$ cat src/rtl/serial_left_shifter_if.sv
// Request/response bundle for the serial left shifter.
// The execute FSM drives the master side; the shifter is the slave.
interface serial_left_shifter_if #(
  parameter int WORD = 16
);
  localparam int SW = $clog2(WORD);

  logic            start;
  logic [1:0]      operation;
  logic [SW-1:0]   shift;
  logic [WORD-1:0] in;
  logic [3:0]      status_old;
  logic            busy;
  logic            done;
  logic [WORD-1:0] out;
  logic [3:0]      status_new;

  modport master (
    output start, operation, shift, in, status_old,
    input  busy, done, out, status_new
  );

  modport slave (
    input  start, operation, shift, in, status_old,
    output busy, done, out, status_new
  );
endinterface

$ cat src/rtl/serial_left_shifter.sv
// Multi-cycle left shifter / rotate-through-carry.
// One bit moves per clock; a start/done handshake brackets each operation.
// Status layout: [0]=C [1]=Z [2]=N [3]=V.
module serial_left_shifter #(
  parameter int WORD = 16
) (
  input  logic                  clk,
  input  logic                  rst_n,
  serial_left_shifter_if.slave  bus
);
  localparam int SW = $clog2(WORD);

  localparam logic [1:0] OP_SLL = 2'd0;
  localparam logic [1:0] OP_ROL = 2'd1;

  typedef enum logic [1:0] {
    S_IDLE  = 2'd0,
    S_SHIFT = 2'd1,
    S_DONE  = 2'd2
  } state_t;

  state_t          r_state;
  state_t          w_next;

  logic [WORD-1:0] r_data;
  logic            r_c;
  logic [SW-1:0]   r_cnt;
  logic [1:0]      r_op;
  logic [3:0]      r_stat_old;
  logic [WORD-1:0] r_out;
  logic [3:0]      r_status;

  logic            w_pass;
  logic            w_finish;
  logic            w_fill;
  logic [3:0]      w_status;

  // Both encodings 2 and 3 pass the operand through untouched.
  assign w_pass   = r_op[1];
  assign w_finish = (r_cnt == '0) || w_pass;
  // Rotate feeds the carry back into bit 0, making a WORD+1 bit ring.
  assign w_fill   = (r_op == OP_ROL) ? r_c : 1'b0;

  // Flags computed from the working register at the moment it is committed.
  assign w_status = w_pass ? r_stat_old
                           : {r_stat_old[3], r_data[WORD-1], ~|r_data, r_c};

  // State register; reset abandons any operation in flight.
  always_ff @(posedge clk or negedge rst_n) begin
    if (!rst_n) r_state <= S_IDLE;
    else        r_state <= w_next;
  end

  // Next-state: start is only looked at in IDLE, DONE always lasts one cycle.
  always_comb begin
    w_next = r_state;
    case (r_state)
      S_IDLE:  if (bus.start) w_next = S_SHIFT;
      S_SHIFT: if (w_finish)  w_next = S_DONE;
      S_DONE:  w_next = S_IDLE;
      default: w_next = S_IDLE;
    endcase
  end

  // Operand capture in IDLE, then one shift step per clock in SHIFT.
  always_ff @(posedge clk or negedge rst_n) begin
    if (!rst_n) begin
      r_data     <= '0;
      r_c        <= 1'b0;
      r_cnt      <= '0;
      r_op       <= OP_SLL;
      r_stat_old <= '0;
    end else begin
      case (r_state)
        S_IDLE: begin
          if (bus.start) begin
            r_data     <= bus.in;
            r_c        <= bus.status_old[0];
            r_cnt      <= bus.shift;
            r_op       <= bus.operation;
            r_stat_old <= bus.status_old;
          end
        end
        S_SHIFT: begin
          if (!w_finish) begin
            r_c   <= r_data[WORD-1];
            r_data <= {r_data[WORD-2:0], w_fill};
            r_cnt <= r_cnt - 1'b1;
          end
        end
        default: ;
      endcase
    end
  end

  // Result and flags commit only on the edge that enters DONE, then hold.
  always_ff @(posedge clk or negedge rst_n) begin
    if (!rst_n) begin
      r_out    <= '0;
      r_status <= '0;
    end else if (r_state == S_SHIFT && w_finish) begin
      r_out    <= r_data;
      r_status <= w_status;
    end
  end

  assign bus.busy       = (r_state == S_SHIFT);
  assign bus.done       = (r_state == S_DONE);
  assign bus.out        = r_out;
  assign bus.status_new = r_status;

endmodule
$ cat src/flat_wrapper.sv
// flat-port wrapper written by rule: the top's interface ports become plain ports
module serial_left_shifter_flat 
#(
  parameter int WORD = 16
)
  (clk, rst_n, bus_start, bus_operation, bus_shift, bus_in, bus_status_old, bus_busy, bus_done, bus_out, bus_status_new);
  serial_left_shifter_if #(.WORD(WORD)) bus_i ();
  input  logic clk;
  input  logic rst_n;
  input wire logic [$bits(bus_i.start)-1:0] bus_start;
  input wire logic [$bits(bus_i.operation)-1:0] bus_operation;
  input wire logic [$bits(bus_i.shift)-1:0] bus_shift;
  input wire logic [$bits(bus_i.in)-1:0] bus_in;
  input wire logic [$bits(bus_i.status_old)-1:0] bus_status_old;
  output wire logic [$bits(bus_i.busy)-1:0] bus_busy;
  output wire logic [$bits(bus_i.done)-1:0] bus_done;
  output wire logic [$bits(bus_i.out)-1:0] bus_out;
  output wire logic [$bits(bus_i.status_new)-1:0] bus_status_new;
  assign bus_i.start = bus_start;
  assign bus_i.operation = bus_operation;
  assign bus_i.shift = bus_shift;
  assign bus_i.in = bus_in;
  assign bus_i.status_old = bus_status_old;
  assign bus_busy = bus_i.busy;
  assign bus_done = bus_i.done;
  assign bus_out = bus_i.out;
  assign bus_status_new = bus_i.status_new;
  serial_left_shifter #(.WORD(WORD)) u_core (.clk(clk), .rst_n(rst_n), .bus(bus_i));
endmodule
$ cat config.mk
export PLATFORM = sky130hd
export DESIGN_NAME = serial_left_shifter_flat
export DESIGN_NICKNAME = d
export VERILOG_FILES = /design/src/rtl/serial_left_shifter_if.sv /design/src/rtl/serial_left_shifter.sv /design/src/flat_wrapper.sv
export SDC_FILE = /design/constraint.sdc
export NUM_CORES = 1
export LEC_CHECK = 0
export CAP_MARGIN = 20
export CORE_AREA = 3 3 78 80
export DETAILED_ROUTE_END_ITERATION = 6
export DIE_AREA = 0 0 81 83
export GPL_TIMING_DRIVEN = 0
export HOLD_SLACK_MARGIN = 0.03
export PLACE_DENSITY = 0.75
export SLEW_MARGIN = 25
export SYNTH_ARGS = -nofsm -noshare
export SYNTH_HDL_FRONTEND = slang
export SYNTH_SLANG_ARGS = --single-unit
export TNS_END_PERCENT = 50
$ cat constraint.sdc
create_clock -name clk -period 2.3 [get_ports clk]
set_input_delay 0.575 -clock clk [delete_from_list [all_inputs] [get_ports clk]]
set_output_delay 0.575 -clock clk [all_outputs]
set_load 0.01 [all_outputs]
==> impl_metrics.tcl <==
set metrics [dict create \
    fin_crit_ns 2.03 \
    antenna_found_initial 0 \
    grt_pass1_vias 1537 \
    syn-cell-area_mm2 0.00216 \
    drt_wl_total_mm 4.72 \
    multi_input_area_um2 858 \
    p_sw_mw 1.52 \
    critPathArrivalTime_ns 1.46 \
    post_cts_buffers 0 \
    nets 265 \
    avgViaCountPerCell 4.92 \
    antennaDiodeCount 0 \
    yosys_register_bits 49 \
    required_ns 1.73 \
    synthTopCellsByArea "dfrtp_1 57%, mux2i_1 8.3%, mux2_1 7.3%, mux2_2 4.7%, nand2_1 3.5%" \
    swShare_pct 37.8 \
    syn_inst 179 \
    grt_overflow 0 \
    grt_pass1_wl_mm 7.87 \
    area_delta_synth_final_pct 30.8 \
    drv_cap 0 \
    r2r-start "u_core.r_cnt[0]" \
    clkPwrFrac_pct 12.2 \
    p_per_area_mw_per_mm2 1420 \
    holdWs_ns 0.278 \
    ff_latch_area_mm2 0.00123 \
    start_util_pct 39.6 \
    p_leak_nw 1.27 \
    htreeDepth 2 \
    criticalPathCategory "reg -> out" \
    yosys.area.top_type "dfrtp_1" \
    highest_layer "met4" \
    finalSetupViolCount 0 \
    crit_fanout 12 \
    timing.final.crit_share_pct 88.4 \
    first_pass_iters 4 \
    power_frac_comb_pct 47.5 \
    ioPinCount 51 \
    p_seq_share_pct 40.3 \
    root_buffer "clkbuf_8" \
    avgRoutedWirePerCell_um 15.3 \
    ys_seq_area_share_pct 56.6 \
    dp_hpwl_mm 3.38 \
    die_w_um 81 \
    p_total_mw 4.02 \
    rsz0062_at_grt "no" \
    cp-startpoint "u_core.r_state[1]" \
    hold_path_class "in -> async" \
    maxSlewHeadroom_pct 58.2 \
    portBuffers 50 \
    numClockSinks 49 \
    dp_cells 301 \
    endpoint_kind "output pin" \
    yosysWarnings 0 \
    fin_cells 308 \
    synth_commonest_cells "49 x dfrtp_1, 20 x nand2_1, 18 x mux2i_1" \
    worst_slew_pin_slew_ns 0.627 \
    reg2reg_depth 7 \
    cp-endpoint "bus_busy" \
    finalHoldViolations 0 \
    drt_first_iter_violations 80 \
    die_area_mm2 0.00672 \
    clk_latency_ns 0.30 \
    fp.dieH_um 83 \
    rrSetupSlack_ns 0.40 \
    clockBufferDepth 2 \
    row_count 27 \
    syn_area_per_cell_um2 12.1 \
    synth_top_area_share_pct 56.6 \
    peakVddDrop_mv 0.554 \
    drive_gt1_share_pct 13.1 \
    path_clk_slew_ns 0.08 \
    intPower_mw 2.50 \
    fin_skew_ns 0.00383 \
    drv_slew 0 \
    syn-num-nets 209 \
    routed-wl-met2_mm 2.20 \
    wl_met3_um 228 \
    synth.distinct_cells 31 \
    synthArstFlopShare_pct 100 \
    r2r_end "u_core.r_data[2]" \
    numCtsBuffers 5 \
    max_freq_mhz 492 \
    gp_congestion 0.769 \
    cts_tree "built" \
    drtAntennaViolNets 0 \
    post-route-worst-setup-slack_ns 0.267 \
    groute.usage.overall_pct 15.2 \
    worstSetupStartpointType "flop" \
    wl_met1_mm 2.22 \
    drc 0 \
    grt_max_degree 50 \
    synth.most_common_cell "dfrtp_1" \
    core_area_mm2 0.00547 \
    place_ws_ns 0.111 \
    n_fill_cell 516 \
    ys.flop_type "dfrtp_1" \
    vias 1516 \
    synth_edf_count 0 \
    status "complete, no violations" \
]
==> logic make-up (layout without fill, tap and decap cells) <==
kind of cell / Yosys count / in the layout / share of synthesized area (%)
AOI/OAI and AO/OA: 33 / 33 / 9.02
adders and majority gates: 1 / 1 / 0.578
buffers and inverters: 15 / 72 / 3.70
DFF: 49 / 49 / 56.6
muxes: 41 / 41 / 20.3
and+or+nand+nor: 40 / 40 / 9.77
==> flip-flops by register name, indices dropped and copies added (netlist names) <==
signal / cells
u_core.r_c: 1
u_core.bus.out: 16
u_core.r_state: 2
u_core.r_data: 16
u_core.bus.status_new: 4
u_core.r_op: 2
u_core.r_cnt: 4
u_core.r_stat_old: 4
==> through the flow <==
step                      cell area [µm²]  setup TNS, ns  util, %
after floorplan                      2160              0        -
after global placement               2760         -36.47     50.3
after detailed placement             2750              0     50.3
after CTS                            2830              0     51.7
after global routing                 2830              0     51.7
final                                2830              0     51.7
==> repair_timing <==
item                       4_1_cts  5_1_grt
setup endpoints to repair        1        0
hold buffers                     0        0
gates resized for setup          3        0
==> layer usage <==
layer  track usage [%]  vias up
li1                  -      742
met1              21.3      727
met2              23.1       40
met3              3.90        7
met4              4.61        0
met5                 0        -
==> final cells by class <==
type | instances | area share, %
well taps | 72 | 3.18
repair buffers | 50 | 17.5
plain buffers | 9 | 1.99
inverters | 5 | 0.840
clock buffers | 8 | 2.83
flip-flops and latches | 49 | 43.3
multi-input cells | 115 | 30.3
==> power by group through the flow <==
stage / Clock, mW / Sequential, mW / Combinational (mW)
5_1_grt: 0.539 / 1.68 / 2.12
2_1_floorplan: 0 / 1.63 / 1.18
3_3_place_gp: 0 / 1.61 / 1.89
4_1_cts: 0.502 / 1.62 / 1.94
3_5_place_dp: 0 / 1.64 / 1.93
6_report: 0.490 / 1.62 / 1.91
==> worst max-delay path, cell delays in order, from the launching register on <==
cell and delay [ns]:
dfrtp_1 0.39, nand2b_1 0.16, buf_4 0.20, inv_6 0.13, dlygate4sd2_1 0.28
==> layout by cell type, fill, tap and decap left out, types with 5 or more instances in the layout <==
cell type         n
dfrtp_1          49
clkdlybuf4s50_1  48
nand2_1          20
mux2i_1          18
mux2_1           14
o21ai_0          11
o21ai_1          10
nor2_1            9
mux2_2            9
buf_2             5
clkbuf_8          5
==> how the worst min path moves through the flow <==
stage / slack [ns] / from / to
floorplan: 0.28 / rst_n / u_core.bus.out[0]
global placement: 0.46 / u_core.bus.status_new[2] / u_core.bus.status_new[2]
detailed placement: 0.48 / u_core.bus.status_new[0] / u_core.bus.status_new[0]
CTS: 0.30 / rst_n / u_core.bus.status_new[2]
global route: 0.33 / rst_n / u_core.r_stat_old[3]
finish: 0.28 / rst_n / u_core.r_stat_old[3]
Power figures use the tool's default switching activity.
